**config.mk**
```make
export PLATFORM = sky130hd
export DESIGN_NAME = fifo_rd_ctrl_flat
export DESIGN_NICKNAME = d
export VERILOG_FILES = /design/src/rtl/fifo_rd_ctrl_if.sv /design/src/rtl/fifo_rd_ctrl.sv /design/src/flat_wrapper.sv
export SDC_FILE = /design/constraint.sdc
export NUM_CORES = 1
export LEC_CHECK = 0
export CORE_MARGIN = 5
export CORE_UTILIZATION = 52
export DETAILED_ROUTE_END_ITERATION = 7
export HOLD_SLACK_MARGIN = 0.02
export PLACE_DENSITY = 0.77
export RECOVER_POWER = 50
export SYNTH_ARGS = -nofsm -noshare
export SYNTH_HDL_FRONTEND = slang
export SYNTH_SLANG_ARGS = --single-unit
```
**constraint.sdc**
```tcl
create_clock -name clk -period 2.25 [get_ports clk]
set_input_delay 0.225 -clock clk [delete_from_list [all_inputs] [get_ports clk]]
set_output_delay 0.225 -clock clk [all_outputs]
set_load 0.005 [all_outputs]
```
**src/rtl/fifo_rd_ctrl_if.sv**
```systemverilog
// Valid/ready word stream between the FIFO read controller and its consumer.
// The producer drives valid/data; the consumer drives ready.
interface fifo_rd_ctrl_if #(
  parameter int DATA_WIDTH = 16
) ();
  logic                  valid;
  logic [DATA_WIDTH-1:0] data;
  logic                  ready;

  modport master (output valid, output data, input ready);
  modport slave  (input valid, input data, output ready);
endinterface

```
**src/rtl/fifo_rd_ctrl.sv**
```systemverilog
// FIFO read controller: issues safe reads and absorbs the 1-cycle read latency into an elastic buffer.
// First word appears 2 cycles after fifo_rd_en. Optional FIFO_RD_BURST_EN adds an almost-full/flush burst FSM.
module fifo_rd_ctrl #(
  parameter int DATA_WIDTH = 16,
  parameter int BUF_DEPTH  = 3
) (
  input  logic                  clk,
  input  logic                  rst_n,
  input  logic                  enable,
  input  logic                  flush,
  input  logic                  fifo_empty,
  input  logic                  fifo_almostfull,
  input  logic                  fifo_full,
  input  logic                  fifo_underflow,
  input  logic [DATA_WIDTH-1:0] fifo_data_out,
  output logic                  fifo_rd_en,
  fifo_rd_ctrl_if.master        m,
  output logic [15:0]           word_count,
  output logic                  err_underflow
);

  localparam int PW = (BUF_DEPTH > 1) ? $clog2(BUF_DEPTH) : 1;
  localparam int CW = $clog2(BUF_DEPTH + 1);
  localparam logic [PW-1:0] LAST    = PW'(BUF_DEPTH - 1);
  localparam logic [CW:0]   DEPTH_W = (CW + 1)'(BUF_DEPTH);

  logic [DATA_WIDTH-1:0] mem [BUF_DEPTH];
  logic [PW-1:0]         head;
  logic [PW-1:0]         tail;
  logic [CW-1:0]         occ;
  logic                  inflight;
  logic                  state_ok;
  logic                  pop;
  logic [CW:0]           pending;

  function automatic logic [PW-1:0] ptr_next(input logic [PW-1:0] p);
    return (p == LAST) ? '0 : p + PW'(1);
  endfunction

  // Only registered occupancy feeds the read decision, so m_ready never reaches fifo_rd_en.
  assign pending    = {1'b0, occ} + {{CW{1'b0}}, inflight};
  assign fifo_rd_en = rst_n & enable & ~fifo_empty & (pending < DEPTH_W) & state_ok;

  assign m.valid = (occ != '0);
  assign m.data  = mem[head];
  assign pop     = m.valid & m.ready;

  always_ff @(posedge clk or negedge rst_n) begin
    if (!rst_n) begin
      head     <= '0;
      tail     <= '0;
      occ      <= '0;
      inflight <= 1'b0;
      for (int i = 0; i < BUF_DEPTH; i++) mem[i] <= '0;
    end else begin
      inflight <= fifo_rd_en;
      if (inflight) begin
        mem[tail] <= fifo_data_out;
        tail      <= ptr_next(tail);
      end
      if (pop) head <= ptr_next(head);
      case ({inflight, pop})
        2'b10:   occ <= occ + CW'(1);
        2'b01:   occ <= occ - CW'(1);
        default: occ <= occ;
      endcase
    end
  end

  always_ff @(posedge clk or negedge rst_n) begin
    if (!rst_n) begin
      word_count    <= '0;
      err_underflow <= 1'b0;
    end else begin
      if (pop) word_count <= word_count + 16'd1;
      if (fifo_underflow) err_underflow <= 1'b1;
    end
  end

`ifdef FIFO_RD_BURST_EN
  typedef enum logic {IDLE = 1'b0, BURST = 1'b1} state_t;
  state_t state;
  state_t state_nxt;

  always_ff @(posedge clk or negedge rst_n) begin
    if (!rst_n) state <= IDLE;
    else        state <= state_nxt;
  end

  // Stay in BURST until the FIFO is dry and the last read has landed; flush pins it there.
  always_comb begin
    state_nxt = state;
    case (state)
      IDLE:    if (fifo_almostfull | fifo_full | flush) state_nxt = BURST;
      BURST:   if (fifo_empty & ~inflight & ~flush) state_nxt = IDLE;
      default: state_nxt = IDLE;
    endcase
  end

  always_comb begin
    state_ok = (state == BURST);
  end
`else
  logic unused_cfg;
  assign unused_cfg = ^{flush, fifo_almostfull, fifo_full};
  assign state_ok   = 1'b1;
`endif

endmodule

```
**src/flat_wrapper.sv**
```systemverilog
// flat-port wrapper written by rule: the top's interface ports become plain ports
module fifo_rd_ctrl_flat 
#(
  parameter int DATA_WIDTH = 16,
  parameter int BUF_DEPTH  = 3
)
  (clk, rst_n, enable, flush, fifo_empty, fifo_almostfull, fifo_full, fifo_underflow, fifo_data_out, fifo_rd_en, word_count, err_underflow, m_valid, m_data, m_ready);
  fifo_rd_ctrl_if #(.DATA_WIDTH(DATA_WIDTH)) m_i ();
  input  logic clk;
  input  logic rst_n;
  input  logic enable;
  input  logic flush;
  input  logic fifo_empty;
  input  logic fifo_almostfull;
  input  logic fifo_full;
  input  logic fifo_underflow;
  input  logic [DATA_WIDTH-1:0] fifo_data_out;
  output logic fifo_rd_en;
  output logic [15:0] word_count;
  output logic err_underflow;
  output wire logic [$bits(m_i.valid)-1:0] m_valid;
  output wire logic [$bits(m_i.data)-1:0] m_data;
  input wire logic [$bits(m_i.ready)-1:0] m_ready;
  assign m_valid = m_i.valid;
  assign m_data = m_i.data;
  assign m_i.ready = m_ready;
  fifo_rd_ctrl #(.DATA_WIDTH(DATA_WIDTH), .BUF_DEPTH(BUF_DEPTH)) u_core (.clk(clk), .rst_n(rst_n), .enable(enable), .flush(flush), .fifo_empty(fifo_empty), .fifo_almostfull(fifo_almostfull), .fifo_full(fifo_full), .fifo_underflow(fifo_underflow), .fifo_data_out(fifo_data_out), .fifo_rd_en(fifo_rd_en), .m(m_i), .word_count(word_count), .err_underflow(err_underflow));
endmodule
```
==> results of run 1 <==
final cells by class:
cell class / instances / area (µm²)
clock buffer: 13 / 159
clock inverter: 3 / 40.0
fill: 448 / 1880
inverter: 5 / 18.8
multi-input combinational: 157 / 1320
sequential: 72 / 1800
tap: 75 / 93.8
timing repair buffer: 70 / 647
final timing paths:
| kind | to | cells past startpoint |
|---|---|---|
| worst max-delay path | fifo_rd_en | 4 |
| worst min-delay path | u_core.inflight | 3 |
| worst max register to register | u_core.mem[36] | 5 |
| worst min register to register | u_core.err_underflow | 1 |
| max in group asynchronous | u_core.occ[1] | 4 |
| min in group asynchronous | u_core.word_count[14] | 3 |
power groups by stage:
stage | registers, mW | logic [mW] | clock network [mW]
after global routing | 2.26 | 2.30 | 1.11
after CTS | 2.19 | 2.14 | 1.05
after global placement | 2.16 | 2.06 | 0
after floorplan | 2.13 | 1.17 | 0
final | 2.18 | 2.09 | 1.02
after detailed placement | 2.20 | 2.11 | 0
cell usage after synthesis, types with 3 or more instances:
cell and n:
mux2_4 10, nand2_1 22, o21ai_0 17, xnor2_1 11, clkbuf_1 3, xor2_1 7, inv_1 4, mux2i_1 16
mux2_2 40, nor3_1 3, ha_1 4, nand3_1 7, dfrtp_1 72, nor2_1 5, buf_2 5
flip-flops by register name (all words and copies together) (netlist names):
register and cells:
u_core.head 2, u_core.occ 2, u_core.word_count 16, u_core.err_underflow 1
u_core.mem 48, u_core.inflight 1, u_core.tail 2
worst reg2reg max path, stage by stage, from the launching register on:
cell	delay, ps
dfrtp_1	360
clkbuf_1	140
inv_1	90
nor3_1	630
buf_4	350
mux2_2	360
per-stage QoR:
| stage | cell area [µm²] | instances |
|---|---|---|
| floorplan | 3190 | 244 |
| global placement | 3890 | 378 |
| detailed placement | 3890 | 378 |
| CTS | 4100 | 395 |
| global route | 4080 | 395 |
| finish | 4080 | 395 |
repair_timing:
action	in CTS	in global routing
hold endpoints to repair	25	0
hold buffers	1	0
setup buffers	0	0
resized for setup	3	2
setup endpoints to repair	1	15
routing by layer:
layer | wire, µm | up-vias | GRT usage (%)
li1 | - | 998 | -
met1 | 3030 | 1031 | 23.9
met2 | 3040 | 37 | 28.1
met3 | 199 | 9 | 2.79
met4 | 116 | 0 | 10.0
met5 | 0 | - | 0
kinds of logic after synthesis:
kind of cell	after synthesis	share of synthesized area (%)
compound gates	22	3.92
xor+xnor	18	4.94
fa+ha+maj	4	1.57
buf+inv	15	2.31
flops	72	56.4
mux	66	23.8
simple gates	47	7.01
==> flow_results.xml, run 1 <==
<?xml version="1.0" encoding="UTF-8"?>
<metrics>
  <group name="status">
    <metric name="status" unit="">finished, final reports clean</metric>
  </group>
  <group name="worst_setup_path">
    <metric name="critPathCaptureType" unit="">output port</metric>
    <metric name="critical_path.most_common_cell" unit="">ha_1</metric>
    <metric name="cp_slowest_cell" unit="">dfrtp_1</metric>
    <metric name="critical_path_buf_inv_count" unit="">1</metric>
    <metric name="timing.critical_path.slowest_cell_delay" unit="ps">390</metric>
    <metric name="regToRegStartpoint" unit="">u_core.inflight</metric>
    <metric name="regToRegSetupSlack" unit="ps">200</metric>
    <metric name="setup.worst_path.start_class" unit="">flop</metric>
    <metric name="dominant_delay_contributor_by_cell_family_on_the_critical_path" unit="">adder cells</metric>
    <metric name="worst_path_class_setup" unit="">flop to output port</metric>
    <metric name="crit_chain" unit="">ha_1 &gt; ha_1 &gt; a2111oi_2 &gt; dlygate4sd2_1</metric>
    <metric name="critical_path_peak_fanout" unit="">2</metric>
    <metric name="start_point_of_the_critical_path" unit="">u_core.inflight</metric>
    <metric name="cp.required" unit="ps">2030</metric>
    <metric name="worst-endpoint-arrival" unit="ps">1870</metric>
  </group>
  <group name="layout">
    <metric name="drive_gt1_share" unit="%">23.8</metric>
    <metric name="most_frequent_cells_in_the_layout" unit="">dfrtp_1 (72), clkdlybuf4s50_1 (45), mux2_2 (39)</metric>
    <metric name="synthToLayoutAreaGrowth" unit="%">27.6</metric>
    <metric name="num-nets-final" unit="">344</metric>
    <metric name="n_antenna_cell" unit="">0</metric>
    <metric name="final_common_cell" unit="">dfrtp_1</metric>
    <metric name="postLayoutCoreUtil" unit="%">68.4</metric>
  </group>
  <group name="placed_design">
    <metric name="place_worst_setup_slack" unit="ps">74.3</metric>
    <metric name="hpwlAfterDp" unit="µm">4330</metric>
    <metric name="routabilityCongestion" unit="">0.780</metric>
    <metric name="portBuffers" unit="">56</metric>
  </group>
  <group name="power">
    <metric name="powerDensity" unit="mW/mm²">1300</metric>
    <metric name="clockPowerShare" unit="%">19.3</metric>
    <metric name="power.switching" unit="mW">1.58</metric>
    <metric name="comb_power_share" unit="%">39.5</metric>
    <metric name="power_leakage" unit="nW">1.82</metric>
    <metric name="power_switching_share" unit="%">29.8</metric>
    <metric name="post-layout-total-power" unit="mW">5.30</metric>
    <metric name="sequentialPowerShare" unit="%">41.2</metric>
    <metric name="cell_internal_power" unit="mW">3.72</metric>
    <metric name="vdd_drop_max" unit="V">0.000820</metric>
  </group>
  <group name="synth">
    <metric name="count_of_warnings_emitted_by_yosys" unit="">0</metric>
    <metric name="synth_nets" unit="">273</metric>
    <metric name="synth.cell_area" unit="mm²">0.00319</metric>
    <metric name="syn_avg_cell_area" unit="µm²">13.1</metric>
    <metric name="synth_top_cells_by_area" unit="">dfrtp_1 (56%), mux2_2 (14%), mux2i_1 (5.0%), mux2_4 (4.7%), xnor2_1 (3.0%)</metric>
    <metric name="ys_ff_latch" unit="">72</metric>
    <metric name="edff_count_synth" unit="">0</metric>
    <metric name="yosysTopAreaCellShare" unit="%">56.4</metric>
    <metric name="post_synth_inst_count" unit="">244</metric>
    <metric name="yosysTopAreaCell" unit="">dfrtp_1</metric>
    <metric name="yosys.cell_types.count" unit="">29</metric>
    <metric name="fraction_of_synthesis_flops_using_an_asynchronous_set_or_reset_pin" unit="%">100</metric>
    <metric name="ys_seq_area_share" unit="%">56.4</metric>
    <metric name="synth_top_flop_cell" unit="">dfrtp_1</metric>
  </group>
  <group name="clocking">
    <metric name="cts_tree" unit="">done</metric>
    <metric name="clock_insertion_delay_worst_skew" unit="ps">330</metric>
    <metric name="clock_tree.htree_level_count" unit="">3</metric>
    <metric name="total_cts_buffers" unit="">9</metric>
    <metric name="tritoncts_num_sinks" unit="">72</metric>
    <metric name="cts-root-buf" unit="">clkbuf_8</metric>
    <metric name="clk_pin_slew_worst_paths" unit="ps">70</metric>
    <metric name="cts-root-to-sink-buffers" unit="">2</metric>
  </group>
  <group name="die">
    <metric name="floorplan.initialDensity" unit="%">53.6</metric>
    <metric name="die_w" unit="µm">88.4</metric>
    <metric name="num_rows" unit="">28</metric>
    <metric name="fp.dieArea" unit="mm²">0.00781</metric>
    <metric name="die_height" unit="µm">88.4</metric>
    <metric name="core-area" unit="mm²">0.00596</metric>
    <metric name="num_io_pins" unit="">60</metric>
  </group>
  <group name="drt">
    <metric name="drt_pre_antenna_iters" unit="">4</metric>
    <metric name="drtIter0Drc" unit="">50</metric>
    <metric name="avgRoutedWirePerCell" unit="µm">16.2</metric>
    <metric name="routed_wirelength" unit="µm">6390</metric>
    <metric name="number_of_nets_with_antenna_violations_after_routing" unit="">0</metric>
    <metric name="vias" unit="">2075</metric>
    <metric name="remaining_drc_errors" unit="">0</metric>
    <metric name="drt-vias-per-instance" unit="">5.25</metric>
  </group>
  <group name="timing">
    <metric name="worst_margin_slew" unit="ps">1070</metric>
    <metric name="timing.slew.headroom" unit="%">28.9</metric>
    <metric name="hold_slack" unit="ps">447</metric>
    <metric name="fin_ws" unit="ps">154</metric>
    <metric name="worst_clock_skew" unit="ps">6.94</metric>
    <metric name="fin_setup_tns" unit="ps">0</metric>
    <metric name="final_hold_viol_count" unit="">0</metric>
    <metric name="final_clock_period_utilization_by_the_worst_path" unit="%">93.2</metric>
    <metric name="report.final.slew_viol_count" unit="">0</metric>
    <metric name="setup_viol" unit="">0</metric>
    <metric name="grt_setup_unrepaired" unit="">no</metric>
    <metric name="fmax" unit="GHz">0.477</metric>
    <metric name="timing.final.crit_period" unit="ps">2100</metric>
  </group>
  <group name="min_path">
    <metric name="hold_start" unit="">enable</metric>
    <metric name="hold_path_class" unit="">input port to flop</metric>
  </group>
  <group name="global_routing">
    <metric name="pin_count_of_the_biggest_net_entering_global_routing" unit="">48</metric>
    <metric name="grt_pass1_wl" unit="µm">10600</metric>
    <metric name="grt_remaining_overflow" unit="">0</metric>
    <metric name="grt_pass1_vias" unit="">2188</metric>
    <metric name="tot_gr_track_use" unit="%">17.9</metric>
    <metric name="number_of_antenna_violations_at_the_first_check_in_global_routing" unit="">0</metric>
  </group>
  <group name="flow_run">
    <metric name="max_cap_viol_count" unit="">0</metric>
  </group>
</metrics>
Note: power is estimated with default switching activity, not from simulation.
==> run 2: changes to the inputs <==
--- a/config.mk
+++ b/config.mk
@@ -10,2 +10,3 @@
 export DETAILED_ROUTE_END_ITERATION = 7
+export GPL_ROUTABILITY_DRIVEN = 1
 export HOLD_SLACK_MARGIN = 0.02
--- a/constraint.sdc
+++ b/constraint.sdc
@@ -3,2 +3,2 @@
 set_output_delay 0.225 -clock clk [all_outputs]
-set_load 0.005 [all_outputs]
+set_load 0.05 [all_outputs]
==> flow_results.xml, run 2 (synthesis results as in run 1) <==
<?xml version="1.0" encoding="UTF-8"?>
<metrics>
  <group name="layout">
    <metric name="synthToLayoutAreaGrowth" unit="%">33.2</metric>
    <metric name="postLayoutCoreUtil" unit="%">71.4</metric>
    <metric name="layout.cells.non_filler" unit="">392</metric>
    <metric name="n_antenna_cell" unit="">0</metric>
    <metric name="final_common_cell" unit="">dfrtp_1</metric>
    <metric name="regMostFlops" unit="">u_core.mem</metric>
    <metric name="most_frequent_cells_in_the_layout" unit="">dfrtp_1 (72), mux2_2 (40), clkdlybuf4s50_1 (38)</metric>
    <metric name="design_area" unit="mm²">0.00425</metric>
    <metric name="largest_register_ff_count" unit="">48</metric>
    <metric name="num-nets-final" unit="">341</metric>
    <metric name="reg_top3" unit="">u_core.mem (48), u_core.word_count (16)</metric>
    <metric name="drive_gt1_share" unit="%">30.9</metric>
  </group>
  <group name="drt">
    <metric name="vias" unit="">2091</metric>
    <metric name="routed_wirelength" unit="µm">6450</metric>
    <metric name="number_of_nets_with_antenna_violations_after_routing" unit="">0</metric>
    <metric name="remaining_drc_errors" unit="">0</metric>
    <metric name="drtIter0Drc" unit="">127</metric>
    <metric name="drt-vias-per-instance" unit="">5.33</metric>
    <metric name="avgRoutedWirePerCell" unit="µm">16.4</metric>
    <metric name="drt_pre_antenna_iters" unit="">4</metric>
  </group>
  <group name="flow_run">
    <metric name="max_cap_viol_count" unit="">1</metric>
  </group>
  <group name="power">
    <metric name="post-layout-total-power" unit="mW">6.98</metric>
    <metric name="clockPowerShare" unit="%">14.5</metric>
    <metric name="vdd_drop_max" unit="V">0.00140</metric>
    <metric name="comb_power_share" unit="%">53.3</metric>
    <metric name="powerDensity" unit="mW/mm²">1640</metric>
    <metric name="power_switching_share" unit="%">40.0</metric>
    <metric name="cell_internal_power" unit="mW">4.19</metric>
    <metric name="sequentialPowerShare" unit="%">32.1</metric>
    <metric name="power_leakage" unit="nW">1.89</metric>
    <metric name="power.switching" unit="mW">2.79</metric>
  </group>
  <group name="clocking">
    <metric name="clk_pin_slew_worst_paths" unit="ps">70</metric>
    <metric name="post-cts-setup-buffers" unit="">0</metric>
    <metric name="total_cts_buffers" unit="">9</metric>
    <metric name="cts_hold_buffers" unit="">0</metric>
    <metric name="cts-root-to-sink-buffers" unit="">2</metric>
    <metric name="clock_tree.htree_level_count" unit="">3</metric>
    <metric name="clock_insertion_delay_worst_skew" unit="ps">350</metric>
    <metric name="ctsResizeCount" unit="">0</metric>
    <metric name="cts_tree" unit="">done</metric>
    <metric name="cts-root-buf" unit="">clkbuf_8</metric>
    <metric name="tritoncts_num_sinks" unit="">72</metric>
  </group>
  <group name="placed_design">
    <metric name="portBuffers" unit="">56</metric>
    <metric name="placed_cells_incl_taps" unit="">376</metric>
    <metric name="hpwlAfterDp" unit="µm">4380</metric>
    <metric name="place_worst_setup_slack" unit="ps">406</metric>
    <metric name="routabilityCongestion" unit="">0.763</metric>
    <metric name="post_dp_cell_area" unit="mm²">0.00406</metric>
  </group>
  <group name="worst_setup_path">
    <metric name="critical_path_peak_fanout" unit="">6</metric>
    <metric name="critPathCaptureType" unit="">output port</metric>
    <metric name="reg2reg_depth" unit="">4</metric>
    <metric name="worst-endpoint-arrival" unit="ps">1920</metric>
    <metric name="setup.worst_path.start_class" unit="">flop</metric>
    <metric name="worst_path_class_setup" unit="">flop to output port</metric>
    <metric name="cp.required" unit="ps">2030</metric>
  </group>
  <group name="timing">
    <metric name="report.final.slew_viol_count" unit="">73</metric>
    <metric name="final_clock_period_utilization_by_the_worst_path" unit="%">95.2</metric>
    <metric name="final_hold_viol_count" unit="">0</metric>
    <metric name="fin_ws" unit="ps">109</metric>
    <metric name="grt_setup_unrepaired" unit="">no</metric>
    <metric name="worst_clock_skew" unit="ps">7.49</metric>
    <metric name="fmax" unit="GHz">0.467</metric>
    <metric name="timing.final.crit_period" unit="ps">2140</metric>
    <metric name="timing.slew.headroom" unit="%">-15.6</metric>
    <metric name="hold_slack" unit="ps">212</metric>
    <metric name="setup_viol" unit="">0</metric>
    <metric name="fin_setup_tns" unit="ps">0</metric>
    <metric name="worst_margin_slew" unit="ps">1730</metric>
  </group>
  <group name="global_routing">
    <metric name="number_of_antenna_violations_at_the_first_check_in_global_routing" unit="">0</metric>
    <metric name="grt_remaining_overflow" unit="">0</metric>
    <metric name="tot_gr_track_use" unit="%">18.6</metric>
    <metric name="pin_count_of_the_biggest_net_entering_global_routing" unit="">73</metric>
    <metric name="grt_pass1_vias" unit="">2142</metric>
    <metric name="grt_pass1_wl" unit="µm">10900</metric>
  </group>
  <group name="min_path">
    <metric name="worstHoldPathCells" unit="">3</metric>
    <metric name="hold_path_class" unit="">input port to flop</metric>
  </group>
  <group name="status">
    <metric name="status" unit="">finished with violations</metric>
    <metric name="failed_checks" unit="">max-capacitance violations, max-slew violations</metric>
  </group>
  <group name="die">
    <metric name="die_height" unit="µm">88.4</metric>
    <metric name="floorplan.initialDensity" unit="%">53.6</metric>
    <metric name="num_io_pins" unit="">60</metric>
    <metric name="core-area" unit="mm²">0.00596</metric>
    <metric name="num_rows" unit="">28</metric>
    <metric name="fp.dieArea" unit="mm²">0.00781</metric>
    <metric name="die_w" unit="µm">88.4</metric>
  </group>
</metrics>
## run 2: changes by cell type in the layout (fill, tap and decap cells not counted), sizes merged
cell           previous run  this run
bufinv                    1         0
dlygate4sd2               1         0
clkdlybuf4s50            45        38
buf                       9        25
dlygate4sd3              10         0
## run 2: metal layers
| layer | global-route usage [%] | vias up | part of all wire [%] |
|---|---|---|---|
| met5 | 0 | - | 0 |
| met4 | 7.42 | 0 | 1.5 |
| met3 | 5.21 | 9 | 5.1 |
| met2 | 28.6 | 50 | 48 |
| met1 | 25.1 | 1051 | 46 |
| li1 | - | 981 | - |
## run 2: power by group through the flow
| stage | combinational (mW) | clock, mW | sequential (mW) |
|---|---|---|---|
| floorplan | 2.07 | 0 | 2.32 |
| global placement | 3.69 | 0 | 2.22 |
| detailed placement | 3.76 | 0 | 2.25 |
| CTS | 3.77 | 1.03 | 2.24 |
| global route | 3.93 | 1.09 | 2.32 |
| finish | 3.72 | 1.01 | 2.24 |
## run 2: worst paths after layout
| path | from | end | slack [ps] |
|---|---|---|---|
| hold reg to reg | u_core.word_count[15] | u_core.word_count[15] | 480 |
| max in group asynchronous | rst_n | u_core.mem[23] | 770 |
| setup reg to reg | u_core.inflight | u_core.mem[46] | 270 |
| hold / removal | rst_n | u_core.inflight | 210 |
| setup / recovery | u_core.occ[0] | fifo_rd_en | 110 |
| min in group asynchronous | rst_n | u_core.occ[0] | 440 |
## run 2: worst max-delay path: stages, from the launching register on
cell and delay [ps]:
dfrtp_1 460, ha_1 220, ha_1 310, a2111oi_4 390, buf_12 190
## run 2: final cells by class
type,count,area [µm²]
Clock buffer,14,193
Fill cell,417,1700
Clock inverter,2,10.0
Timing Repair Buffer,67,801
Inverter,5,18.8
Multi-Input combinational cell,157,1340
Tap cell,75,93.8
Sequential cell,72,1800
==> RTL change, RTL diff (flow settings as in run 1) <==
Put one more register stage on the output `word_count`. The value now appears one clock later. The other outputs are not delayed to match.
--- a/src/rtl/fifo_rd_ctrl.sv
+++ b/src/rtl/fifo_rd_ctrl.sv
@@ -23,6 +23,8 @@
   localparam int CW = $clog2(BUF_DEPTH + 1);
   localparam logic [PW-1:0] LAST    = PW'(BUF_DEPTH - 1);
   localparam logic [CW:0]   DEPTH_W = (CW + 1)'(BUF_DEPTH);
+
+  logic [15:0] word_count_s0;
 
   logic [DATA_WIDTH-1:0] mem [BUF_DEPTH];
   logic [PW-1:0]         head;
@@ -69,10 +71,10 @@
 
   always_ff @(posedge clk or negedge rst_n) begin
     if (!rst_n) begin
-      word_count    <= '0;
+      word_count_s0 <= '0;
       err_underflow <= 1'b0;
     end else begin
-      if (pop) word_count <= word_count + 16'd1;
+      if (pop) word_count_s0 <= word_count_s0 + 16'd1;
       if (fifo_underflow) err_underflow <= 1'b1;
     end
   end
@@ -106,5 +108,9 @@
   assign state_ok   = 1'b1;
 `endif
 
+  always_ff @(posedge clk) begin
+    word_count <= word_count_s0;
+  end
+
 endmodule
 
Formal check against the unedited RTL: not equivalent (Yosys sat finds a counterexample within 4 cycles, from zero or initial values and one cycle with rst_n low).
==> RTL change against run 1 <==
The run now ends with capacitance limit, slew limit left. Critical endpoint unchanged. Sequential share of layout area grew 3.8 points. Final area grew 8.5%. Routed wire length rose by 0.16%. Combinational power rose by 4%. Synthesized area increased by 10%. Sequential cell count grew 16. Critical path type unchanged. Largest power group unchanged. Worst setup slack got worse by 0.039 ns. Hold slack lost 0.19 ns. Total power increased by 10%. Cell count is 5.3% higher.
==> RTL change: results (changes against run 1) <==
| Metric | Value |
|---|---|
| Fraction of synthesis flops using an asynchronous set or reset pin | 81.8% (was 100%) |
| Slew Limit Fails | 73 (was 0) |
| Cell Area, Placed | 0.00420 mm² (was 0.00389 mm²) |
| Met1 GRT Util | 21.5% (was 23.9%) |
| Hpwl dp | 4.27 mm (was 4.33 mm) |
| Wire length on met1 | 2.91 mm (was 3.03 mm) |
| Largest net degree at the start of global routing | 73 (was 48) |
| NumNets Final | 360 (was 344) |
| Layout cells sized above 1 | 24.4% (was 23.8%) |
| Failing checks | capacitance limit, slew limit |
| Vias in the first global route | 2269 (was 2188) |
| Status | complete, but fails checks (was complete, no violations) |
| Critical path arrival | 1.91 ns (was 1.87 ns) |
| DP Cell Count | 399 (was 378) |
| Setup WS pre-CTS | -0.0452 ns (was 0.0743 ns) |
| Least-Margin Pin Slew | 1.72 ns (was 1.07 ns) |
| Synth top area cells | dfrtp_1, mux2_2, dfxtp_1, mux2i_1, mux2_4 (was dfrtp_1, mux2_2, mux2i_1, mux2_4, xnor2_1) |
| Vias after detailed routing | 2140 (was 2075) |
| Met3 WL | 269 µm (was 199 µm) |
| Fillers | 502 (was 448) |
| Number of DRC markers in iteration 0 | 84 (was 50) |
| Max cap viols | 1 (was 0) |
| RD Place Congestion | 0.696 (was 0.780) |
| Clock Latency Late Sink | 0.35 ns (was 0.33 ns) |
| Global-route wire length before repair | 11.1 mm (was 10.6 mm) |
| Static leakage power | 1.93 nW (was 1.82 nW) |
| Synth-to-layout area growth | 26.0% (was 27.6%) |
| Biggest regs | u_core.mem x48, u_core.word_count x16, u_core.word_count_s0 x16 (was u_core.mem x48, u_core.word_count x16) |
| DR WL met2 | 3.11 mm (was 3.04 mm) |
| Top post-synthesis cells by count | dfrtp_1, mux2_2, nand2_1 (unchanged) |
| Synthesized net count | 290 (was 273) |
| Worst-path fanout max | 2 (unchanged) |
| DR vias/cell | 5.14 (was 5.25) |
| Cell count after synthesis | 261 (was 244) |
| Max VDD drop | 741 µV (was 820 µV) |
| Register area share after synthesis | 60.4% (was 56.4%) |
==> RTL change: cell types whose count changed after synthesis, sizes merged, moves of 3 or more <==
cell / before / now
nand4: 1 / 6
xnor2: 11 / 14
nor2: 5 / 2
xor2: 7 / 4
nand2: 22 / 27
dfxtp: 0 / 16
==> RTL change: worst paths after layout <==
check / to / from / slack [ns] / cells after the start
hold / removal: u_core.inflight / rst_n / 0.26 / 3
setup reg to reg: u_core.mem[40] / u_core.inflight / 0.17 / 5
setup / recovery: fifo_rd_en / u_core.inflight / 0.11 / 4
min in group asynchronous: u_core.mem[11] / rst_n / 0.59 / 2
max in group asynchronous: u_core.head[1] / rst_n / 0.53 / 2
hold reg to reg: u_core.word_count[15] / u_core.word_count_s0[15] / 0.41 / 0
==> RTL change: power by group <==
part	leakage [nW]	switching, W	internal [W]
clock	0.101	0.000548	0.000570
sequential	1.01	0.000356	0.00218
combinational	0.820	0.000814	0.00136
==> RTL change: cell families after synthesis <==
| logic type | after synthesis | share of synthesized area (%) |
|---|---|---|
| AO/OA/AOI/OAI | 21 | 3.35 |
| XOR/XNOR | 18 | 4.49 |
| adder cells (fa/ha/maj) | 4 | 1.43 |
| buffers and inverters | 14 | 2.00 |
| flip-flops | 88 | 60.4 |
| multiplexers | 64 | 21.0 |
| AND/OR/NAND/NOR | 52 | 7.27 |
==> RTL change: area by class of cell <==
class                           count  area share, %
Clock buffer                       11           3.42
Clock inverter                      5           1.24
Inverter                            4          0.339
Multi-Input combinational cell    159           30.2
Sequential cell                    88           48.0
Tap cell                           80           2.26
Timing Repair Buffer               69           14.5
==> RTL change: what timing repair did <==
item	4_1_cts	5_1_grt
pin swaps	0	0
resized for setup	4	2
setup endpoints to repair	12	10
setup buffers	0	1
